===== config.mk =====
export PLATFORM = sky130hd
export DESIGN_NAME = stim_misr_harness
export DESIGN_NICKNAME = d
export VERILOG_FILES = /design/src/rtl/stim_misr_harness.sv
export SDC_FILE = /design/constraint.sdc
export NUM_CORES = 1
export LEC_CHECK = 0
export CAP_MARGIN = 20
export CORE_MARGIN = 3
export CORE_UTILIZATION = 55
export DETAILED_ROUTE_END_ITERATION = 10
export DONT_BUFFER_PORTS = 1
export PLACE_DENSITY = 0.7
export SLEW_MARGIN = 20
export SYNTH_ARGS = -nofsm -noshare
export SYNTH_HDL_FRONTEND = slang
export SYNTH_SLANG_ARGS = --single-unit

===== constraint.sdc =====
create_clock -name clk -period 2.9 [get_ports clk]
set_clock_uncertainty 0.05 [all_clocks]
set_input_delay 0.58 -clock clk [delete_from_list [all_inputs] [get_ports clk]]
set_output_delay 0.58 -clock clk [all_outputs]
set_load 0.03 [all_outputs]

===== src/rtl/stim_misr_harness.sv =====
// stim_misr_harness
//
// On-chip stimulus generator and response compactor for fuzzed designs.
// A 64-bit Galois LFSR produces the input vectors. Each vector is replicated to STIM_W bits and
// held for HOLD clocks. The first vector of a run is all-zero. The DUT response is folded to
// SIG_W bits and compacted into a MISR on the last clock of every hold window. That sample strobe
// is delayed by LAT clocks to line up with the DUT's pipeline. A whole run ends up as one
// signature word.
//
// Ports
//   clk        rising-edge clock
//   rst_n      asynchronous active-low reset
//   start      one-cycle run request, accepted only when idle or done
//   seed       LFSR seed, sampled when start is accepted (0 is replaced by 1)
//   stim       registered stimulus to the DUT
//   resp       DUT response
//   busy       run in progress
//   done       run finished; held until the next accepted start
//   signature  MISR value, frozen while done is high
//   vec_idx    index of the vector being driven (0 = zero vector)

module stim_misr_harness #(
  parameter int unsigned      STIM_W  = 84,
  parameter int unsigned      RESP_W  = 119,
  parameter int unsigned      SIG_W   = 32,
  parameter logic [SIG_W-1:0] POLY    = SIG_W'(32'h04C11DB7),
  parameter int unsigned      NUM_VEC = 21,
  parameter int unsigned      HOLD    = 2,
  parameter int unsigned      LAT     = 0
) (
  input  logic              clk,
  input  logic              rst_n,
  input  logic              start,
  input  logic [63:0]       seed,
  output logic [STIM_W-1:0] stim,
  input  logic [RESP_W-1:0] resp,
  output logic              busy,
  output logic              done,
  output logic [SIG_W-1:0]  signature,
  output logic [15:0]       vec_idx
);

  // Number of 64-bit LFSR copies needed to cover the stimulus width.
  localparam int unsigned NREP   = (STIM_W + 63) / 64;
  // Number of SIG_W-bit chunks the response is split into for folding.
  localparam int unsigned NCHUNK = (RESP_W + SIG_W - 1) / SIG_W;
  // The strobe delay line needs at least one bit to stay legal when LAT is 0.
  localparam int unsigned SR_W   = (LAT == 0) ? 1 : LAT;

  localparam logic [7:0]  HoldLast  = 8'(HOLD - 1);
  localparam logic [7:0]  LatLast   = 8'((LAT == 0) ? 0 : LAT - 1);
  localparam logic [15:0] NumVecIdx = 16'(NUM_VEC);
  localparam logic [63:0] LfsrTaps  = 64'hD800000000000000;

  typedef enum logic [2:0] {
    StIdle,
    StZero,
    StRun,
    StDrain,
    StDone
  } state_e;

  state_e              state_q, state_d;
  logic [63:0]         lfsr_q, lfsr_d;
  logic [STIM_W-1:0]   stim_q, stim_d;
  logic [SIG_W-1:0]    sig_q, sig_d;
  logic [15:0]         vec_q, vec_d;
  logic [7:0]          cnt_q, cnt_d;
  logic [SR_W-1:0]     sr_q, sr_d;

  logic                win_end;
  logic                strobe;
  logic                strobe_dly;
  logic [63:0]         lfsr_step;
  logic [STIM_W-1:0]   stim_step;
  logic [NCHUNK*SIG_W-1:0] resp_pad;
  logic [SIG_W-1:0]    fold;
  logic [SIG_W-1:0]    misr_next;

  // ---------------------------------------------------------------------------
  // Datapath helpers
  // ---------------------------------------------------------------------------

  // Galois LFSR, right shift, taps folded in from bit 0.
  assign lfsr_step = {1'b0, lfsr_q[63:1]} ^ (lfsr_q[0] ? LfsrTaps : 64'h0);

  // Stimulus bit i takes lfsr bit (i mod 64). Replicate, then truncate to the stimulus width.
  assign stim_step = STIM_W'({NREP{lfsr_step}});

  // Fold the response into SIG_W bits. The top chunk is zero-padded.
  always_comb begin
    resp_pad               = '0;
    resp_pad[RESP_W-1:0]   = resp;
    fold                   = '0;
    for (int unsigned c = 0; c < NCHUNK; c++) begin
      fold = fold ^ resp_pad[c*SIG_W +: SIG_W];
    end
  end

  assign misr_next = {sig_q[SIG_W-2:0], 1'b0} ^ (sig_q[SIG_W-1] ? POLY : '0) ^ fold;

  // The last clock of each hold window. The zero window counts too.
  assign win_end = (cnt_q == HoldLast);
  assign strobe  = ((state_q == StZero) || (state_q == StRun)) && win_end;

  // With LAT = 0 the strobe is used as-is. Otherwise it comes from the tail of the delay line.
  assign strobe_dly = (LAT == 0) ? strobe : sr_q[SR_W-1];

  // ---------------------------------------------------------------------------
  // State register
  // ---------------------------------------------------------------------------
  always_ff @(posedge clk or negedge rst_n) begin
    if (!rst_n) begin
      state_q <= StIdle;
      lfsr_q  <= 64'h1;
      stim_q  <= '0;
      sig_q   <= '0;
      vec_q   <= '0;
      cnt_q   <= '0;
      sr_q    <= '0;
    end else begin
      state_q <= state_d;
      lfsr_q  <= lfsr_d;
      stim_q  <= stim_d;
      sig_q   <= sig_d;
      vec_q   <= vec_d;
      cnt_q   <= cnt_d;
      sr_q    <= sr_d;
    end
  end

  // ---------------------------------------------------------------------------
  // Next-state logic
  // ---------------------------------------------------------------------------
  always_comb begin
    state_d = state_q;
    lfsr_d  = lfsr_q;
    stim_d  = stim_q;
    sig_d   = sig_q;
    vec_d   = vec_q;
    cnt_d   = cnt_q;
    sr_d    = sr_q << 1;
    sr_d[0] = strobe;

    // Delayed strobes only land while a run is active, so no start can race them.
    if (strobe_dly) begin
      sig_d = misr_next;
    end

    unique case (state_q)
      StIdle, StDone: begin
        if (start) begin
          state_d = StZero;
          lfsr_d  = (seed == 64'h0) ? 64'h1 : seed;
          stim_d  = '0;
          sig_d   = '0;
          vec_d   = '0;
          cnt_d   = '0;
          sr_d    = '0;
        end
      end

      StZero: begin
        if (win_end) begin
          state_d = StRun;
          lfsr_d  = lfsr_step;
          stim_d  = stim_step;
          vec_d   = 16'd1;
          cnt_d   = '0;
        end else begin
          cnt_d = cnt_q + 8'd1;
        end
      end

      StRun: begin
        if (win_end) begin
          cnt_d = '0;
          if (vec_q < NumVecIdx) begin
            lfsr_d = lfsr_step;
            stim_d = stim_step;
            vec_d  = vec_q + 16'd1;
          end else begin
            // Without latency there is nothing left to wait for, so DRAIN is skipped.
            state_d = (LAT == 0) ? StDone : StDrain;
          end
        end else begin
          cnt_d = cnt_q + 8'd1;
        end
      end

      StDrain: begin
        // The final delayed strobe lands on the last DRAIN clock.
        if (cnt_q == LatLast) begin
          state_d = StDone;
        end else begin
          cnt_d = cnt_q + 8'd1;
        end
      end

      default: begin
        state_d = StIdle;
      end
    endcase
  end

  // ---------------------------------------------------------------------------
  // Outputs
  // ---------------------------------------------------------------------------
  always_comb begin
    busy = 1'b0;
    done = 1'b0;
    unique case (state_q)
      StZero, StRun, StDrain: busy = 1'b1;
      StDone:                 done = 1'b1;
      default: begin
        busy = 1'b0;
        done = 1'b0;
      end
    endcase
  end

  assign stim      = stim_q;
  assign signature = sig_q;
  assign vec_idx   = vec_q;

endmodule


==> results by group, run 1 <==
Worst setup path
  • Critical path startpoint category: flop
  • Crit-path max FO: 20
  • CP Launch Point: cnt_q[1]$_DFFE_PN0P_
  • Crit path arrival time: 2.84 ns
  • Most Frequent Cell on Critical Path: nor2_2
  • FF-to-FF Start: cnt_q[1]$_DFFE_PN0P_
  • WP data required: 3.19 ns
  • Slowest CP cell: or3b_2
  • Max stage delay on crit path: 0.49 ns
  • Critical path, cell by cell: inv_1 -> ha_1 -> or3b_2 -> nor4b_4 -> nor2_2 -> nor2_2 -> buf_12 -> a2bb2oi_1
  • Setup CP Type: flop to flop
  • Endpoint class of the critical path: flop

Pwr
  • Pwr dens: 1282 nW/um^2
  • Leakage: 4.573 nW
  • Max VDD drop: 0.5317 mV
  • Tot Pwr: 12.98 mW

Floorplanning
  • Row count: 47
  • Initial Util: 56.59%
  • Die Area: 18,790 um^2
  • I/O pin count: 320
  • Core Region: 16,700 um^2
  • DIE HEIGHT: 137.1 um
  • Chip width: 137.1 um

Timing
  • Max Transition Viols Final: 0
  • RSZ-0062 raised after global routing: false
  • Setup TNS Final: 0 ns
  • Relative slew slack: 31.86%
  • Final setup fails: 0
  • Final hold slack: -0.1997 ns
  • Fin crit share: 87.81%
  • Fin. Hold Viols: 186
  • Slew @ Worst Pin: 1.022 ns
  • Fmax achieved: 0.3927 GHz
  • Post-route minimum period: 2.546 ns

Drt
  • Drt first pass iters: 5
  • DRT Wirelength: 26,480 um
  • Routed WL per cell: 24.01 um
  • Detailed-route via count: 7,196
  • Routed Antenna Nets: 0
  • # DRC: 0
  • Vias per std cell: 6.524
  • Detailed Route Iter0 Violations: 698

Clocking
  • Htree depth: 4
  • Worst-path clk slew: 0.07 ns
  • CTS sink count: 187
  • TritonCTS clock tree: built
  • Later-pin clock latency in the skew report: 0.43 ns
  • Post-CTS setup buffers: 0
  • CTS buffer count: 17
  • Post-CTS Resized: 0
  • Root Buffer Master: clkbuf_16
  • CTS Buffer Depth: 2

Logic synthesis
  • Most frequent cells after synthesis: dfrtp_1, xnor2_1, nand2_1
  • Count leader, synth: dfrtp_1
  • Average cell area after synthesis: 10.37 um^2
  • Area contributors post-synth: dfrtp_1, xnor2_1, a221o_1, a21o_1, and3_1
  • Fraction of registers with async set/reset: 100.0%
  • Yosys reg bits: 187
  • Area of the mapped netlist: 9452 um^2
  • Yosys cell types: 51
  • Mapped Cells: 911
  • Synth area leader: dfrtp_1
  • Area share of the largest cell type after synthesis: 49.25%
  • EDFF count, synth: 0
  • Syn Nets: 1,102
  • Ys Warns: 0
  • Seq/Total Area, Yosys: 49.52%
  • Top_reg_cell synth: dfrtp_1

GRT
  • Tot GR Track Use: 27.66%
  • First-pass GRT wire length: 39,870 um
  • Largest net degree at the start of global routing: 188
  • Grt total ovfl: 0
  • Initial antenna violation count: 1
  • Vias in the first global route: 7,022

Cells and area
  • Final Instance Count excl. Fillers: 1,103
  • P&R area growth vs syn: 7.122%
  • Layout cells sized above 1: 8.154%
  • Ant diodes: 0
  • Nets@finish: 1,061

Placement
  • Placer Congestion: 0.8467
  • DP HPWL: 18,840 um
  • I/O Buffers: 0
  • Placed Cells: 1,071

Outcome
  • Failing checks: hold timing
  • Status: finished, violations left

Worst hold path
  • HP Class: input port to asynchronous set/reset pin

Flow run
  • Max-cap violations: 0
==> critical path, delay by kind of cell, from the launching register on <==
| kind | cells | cell delay (ns) |
|---|---|---|
| flops | 1 | 0.44 |
| fa+ha+maj | 1 | 0.18 |
| simple gates | 4 | 1.29 |
| compound gates | 1 | 0.19 |
| buf+inv | 2 | 0.31 |
==> cell usage in the layout (no fill, tap or decap), types with 3 or more instances in the layout <==
cell and instances:
xnor2_1 133, nor3_1 5, nand2_1 63, a21o_1 38, dfrtp_1 186, a211oi_1 18, a21oi_1 41, inv_6 5
or4_1 3, nor2_1 38, a2bb2oi_1 24, and2_1 8, nand2b_1 4, a31oi_1 7, ha_1 5, clkinv_4 4
inv_1 9, nand4_1 11, nor4_1 22, and3_1 39, o31ai_1 25, buf_4 24, o21ai_0 31, xor2_1 8
clkbuf_16 17, nand3_1 32, a221o_1 39, o21a_1 5
==> through the flow <==
| stage | setup slack, ns | area (um^2) | util [%] |
|---|---|---|---|
| after detailed placement | 0.3772 | 9555 | 57.21 |
| after CTS | 0.3618 | 10120 | 60.62 |
| after global placement | 0.4581 | 9555 | 57.21 |
| after global routing | 0.1086 | 10120 | 60.62 |
| final | 0.3536 | 10120 | 60.62 |
| after floorplan | 0.6846 | 9452 | - |
==> final cells by class <==
cell class	count	area (um^2)
Fill cell	1403	6576
Sequential cell	187	4681
Multi-Input combinational cell	629	4345
Clock buffer	18	439.2
Tap cell	220	275.3
Timing Repair Buffer	26	220.2
Clock inverter	14	130.1
Inverter	9	33.78
==> kinds of logic (layout without fill, tap and decap cells) <==
| kind of cell | after synthesis | after routing | synth area share (%) |
|---|---|---|---|
| flip-flops | 187 | 187 | 49.52 |
| multiplexers | 3 | 3 | 0.3442 |
| XOR/XNOR | 141 | 141 | 13.07 |
| AO/OA/AOI/OAI | 238 | 238 | 18.39 |
| adder cells (fa/ha/maj) | 5 | 5 | 0.6619 |
| AND/OR/NAND/NOR | 242 | 242 | 13.16 |
| buffers and inverters | 95 | 67 | 4.858 |
==> sequential cells by signal (all words and copies together) (netlist names) <==
register and count:
stim 64, signature 32, state_q 3, cnt_q 8, lfsr_q 64, vec_idx 16
==> per-layer routing <==
metal	GRT usage [%]	vias to the layer above	part of all wire [%]
met5	0	-	0
met4	9.479	0	2.1
met3	9.191	40	10
met2	42.34	399	48
met1	37.11	3586	39
li1	-	3171	-
==> power by group <==
group / internal [mW] / switching (mW) / leakage (nW)
clock: 1.16 / 1.09 / 0.279
combinational: 2.18 / 2.61 / 1.90
sequential: 3.66 / 2.29 / 2.40
total: 7.00 / 5.99 / 4.57
==> final timing paths <==
kind | end | slack, ns | cells after the start
max | lfsr_q[40]$_DFFE_PN0P_ | 0.35 | 8
min | stim[71]$_DFFE_PN0P_ | -0.20 | 0
max reg2reg | lfsr_q[40]$_DFFE_PN0P_ | 0.35 | 8
min reg2reg | lfsr_q[57]$_DFFE_PN0P_ | 0.46 | 1
max in group asynchronous | lfsr_q[33]$_DFFE_PN0P_ | 2.65 | 0
min in group clk | state_q[2]$_DFFE_PN0P_ | 0.21 | 1
Power figures use the tool's default switching activity.
==> run 2, diff against run 1 <==
--- a/config.mk
+++ b/config.mk
@@ -7,10 +7,10 @@
 export LEC_CHECK = 0
 export CAP_MARGIN = 20
 export CORE_MARGIN = 3
-export CORE_UTILIZATION = 55
+export CORE_UTILIZATION = 64
 export DETAILED_ROUTE_END_ITERATION = 10
 export DONT_BUFFER_PORTS = 1
-export PLACE_DENSITY = 0.7
+export PLACE_DENSITY = 0.8
 export SLEW_MARGIN = 20
 export SYNTH_ARGS = -nofsm -noshare
 export SYNTH_HDL_FRONTEND = slang
==> run 2 against run 1 <==
The run still ends with hold timing left. Routed wire length down 1.4%. Hold slack worse by 0.0041 ns. Register-to-register slack worse by 0.11 ns. Total power up 1.3%. Non-clock buffer count unchanged. Critical path depth unchanged. Global-route usage up 4.2 points. Core utilization up 11 points. Highest routed layer unchanged.
==> results by group, run 2 (same netlist as run 1, synthesis figures left out) <==
Cells and area
  • P&R area growth vs syn: 6.884%
  • Most frequent cells in the layout: dfrtp_1, xnor2_1, nand2_1
  • Most common cell after layout, fill and taps aside: dfrtp_1
  • Nets@finish: 1,061 (unchanged)
  • Layout cells sized above 1: 7.483% (-0.67 points)

Timing
  • Final hold slack: -0.2039 ns (-0.004133 ns)
  • Post-route setup slack: 0.2432 ns (-0.1104 ns)
  • RSZ-0062 raised after global routing: false
  • Slew @ Worst Pin: 0.8236 ns (-0.1985 ns)
  • Fin. Hold Viols: 186 (unchanged)
  • Relative slew slack: 45.09% (+13 points)
  • Fmax achieved: 0.3764 GHz (-4.2%)
  • Max Transition Viols Final: 0 (unchanged)
  • Setup TNS Final: 0 ns (unchanged)
  • Fin crit share: 91.61% (+3.8 points)
  • Post-route minimum period: 2.657 ns (+0.1104 ns)
  • Final setup fails: 0 (unchanged)

Pwr
  • Max VDD drop: 0.6988 mV (+31%)
  • Pwr dens: 1302 nW/um^2 (+1.6%)
  • Leakage: 4.582 nW (+0.20%)

Placement
  • Placer Congestion: 0.8857 (+4.6%)
  • Pre-CTS setup slack: 0.2934 ns (-0.08378 ns)
  • DP HPWL: 18,330 um (-2.7%)
  • I/O Buffers: 0 (unchanged)

Floorplanning
  • Die Area: 16,260 um^2 (-13%)
  • Initial Util: 66.80% (+10 points)
  • Chip width: 127.5 um (-7.0%)
  • Row count: 43 (-8.5%)
  • DIE HEIGHT: 127.5 um (-7.0%)
  • Core Region: 14,150 um^2 (-15%)
  • I/O pin count: 320 (unchanged)

Worst setup path
  • Max stage delay on crit path: 0.49 ns (about the same)
  • Buf/Inv on CP: 2 (unchanged)
  • Endpoint class of the critical path: flop
  • Setup CP Type: flop to flop
  • Crit path arrival time: 2.96 ns (+0.12 ns)
  • WP data required: 3.20 ns (about the same)
  • Crit-path max FO: 26 (+30%)
  • Critical path, cell by cell: inv_1 -> ha_1 -> or3b_2 -> nor4b_4 -> nor2_2 -> nor2_2 -> buf_4 -> a2bb2oi_1
  • Critical path startpoint category: flop
  • Most Frequent Cell on Critical Path: nor2_2
  • Slowest CP cell: or3b_2
  • Crit path max-delay family: simple AND/OR/NAND/NOR gates

Drt
  • Detailed-route via count: 7,269 (+1.0%)
  • # DRC: 0 (unchanged)
  • Detailed Route Iter0 Violations: 644 (-7.7%)
  • Vias per std cell: 6.838 (+4.8%)
  • Routed WL per cell: 24.57 um (+2.3%)
  • DRT Wirelength: 26,120 um (-1.4%)
  • Routed Antenna Nets: 0 (unchanged)
  • Drt first pass iters: 5 (unchanged)

Clocking
  • TritonCTS clock tree: built
  • Later-pin clock latency in the skew report: 0.43 ns (about the same)
  • CTS buffer count: 17 (unchanged)
  • Htree depth: 4 (unchanged)
  • Root Buffer Master: clkbuf_16
  • CTS sink count: 187 (unchanged)
  • CTS Buffer Depth: 2 (unchanged)
  • Post-CTS setup buffers: 0 (unchanged)
  • Post-CTS Resized: 0 (unchanged)
  • Worst-path clk slew: 0.07 ns (about the same)

GRT
  • Grt total ovfl: 0 (unchanged)
  • Vias in the first global route: 7,176 (+2.2%)
  • Largest net degree at the start of global routing: 188 (unchanged)
  • Tot GR Track Use: 31.84% (+4.2 points)
  • Initial antenna violation count: 1 (unchanged)
  • First-pass GRT wire length: 40,190 um (+0.80%)

Outcome
  • Failing checks: hold timing
  • Status: finished, violations left

Worst hold path
  • HP Class: input port to asynchronous set/reset pin

Flow run
  • Max-cap violations: 0 (unchanged)
run 2: path summary, 6_finish.rpt:
kind | startpoint | cells past startpoint | endpoint | slack [ns]
max | cnt_q[1]$_DFFE_PN0P_ | 8 | lfsr_q[27]$_DFFE_PN0P_ | 0.24
min | rst_n | 0 | vec_idx[5]$_DFFE_PN0P_ | -0.20
max reg2reg | cnt_q[1]$_DFFE_PN0P_ | 8 | lfsr_q[27]$_DFFE_PN0P_ | 0.24
min reg2reg | lfsr_q[2]$_DFFE_PN0P_ | 1 | lfsr_q[2]$_DFFE_PN0P_ | 0.46
max in group asynchronous | rst_n | 0 | lfsr_q[0]$_DFFE_PN1P_ | 2.76
min in group clk | start | 1 | state_q[2]$_DFFE_PN0P_ | 0.20
run 2: through the flow:
| step | power, mW | area, um^2 | utilization (%) | hold slack, ns | cells |
|---|---|---|---|---|---|
| after floorplan | 9.684 | 9452 | - | 0.2344 | 911 |
| after global placement | 10.50 | 9505 | 67.18 | 0.2390 | 1031 |
| after detailed placement | 10.75 | 9505 | 67.18 | 0.2395 | 1031 |
| after CTS | 13.14 | 10100 | 71.38 | -0.2205 | 1062 |
| after global routing | 13.91 | 10100 | 71.38 | -0.2314 | 1062 |
| final | 13.16 | 10100 | 71.39 | -0.2039 | 1063 |
run 2: area by class of cell:
type | instances | area (um^2)
clock buffers | 23 | 457.9
inverters | 9 | 33.78
diodes | 1 | 2.502
repair buffers | 26 | 220.2
well taps | 180 | 225.2
fillers | 1014 | 4048
clock inverters | 8 | 136.4
flip-flops and latches | 187 | 4681
multi-input cells | 629 | 4345
run 2: report_power, final:
part           switching (mW)  internal, mW
sequential               2.30          3.66
combinational            2.66          2.17
clock                   0.981          1.39
total                    5.94          7.22
run 2: per-layer routing:
| metal | vias to the layer above | share of wire [%] | global-route usage, % |
|---|---|---|---|
| li1 | 3167 | - | - |
| met3 | 64 | 9.5 | 9.030 |
| met4 | 0 | 3.2 | 11.61 |
| met2 | 455 | 49 | 51.72 |
| met1 | 3583 | 38 | 41.02 |
| met5 | - | 0 | 0 |
run 2: worst reg2reg max path, stage by stage, from the launching register on:
cell and delay [ns]:
dfrtp_1 0.42, inv_1 0.10, ha_1 0.17, or3b_2 0.49, nor4b_4 0.40, nor2_2 0.25
nor2_2 0.16, buf_4 0.33, a2bb2oi_1 0.23
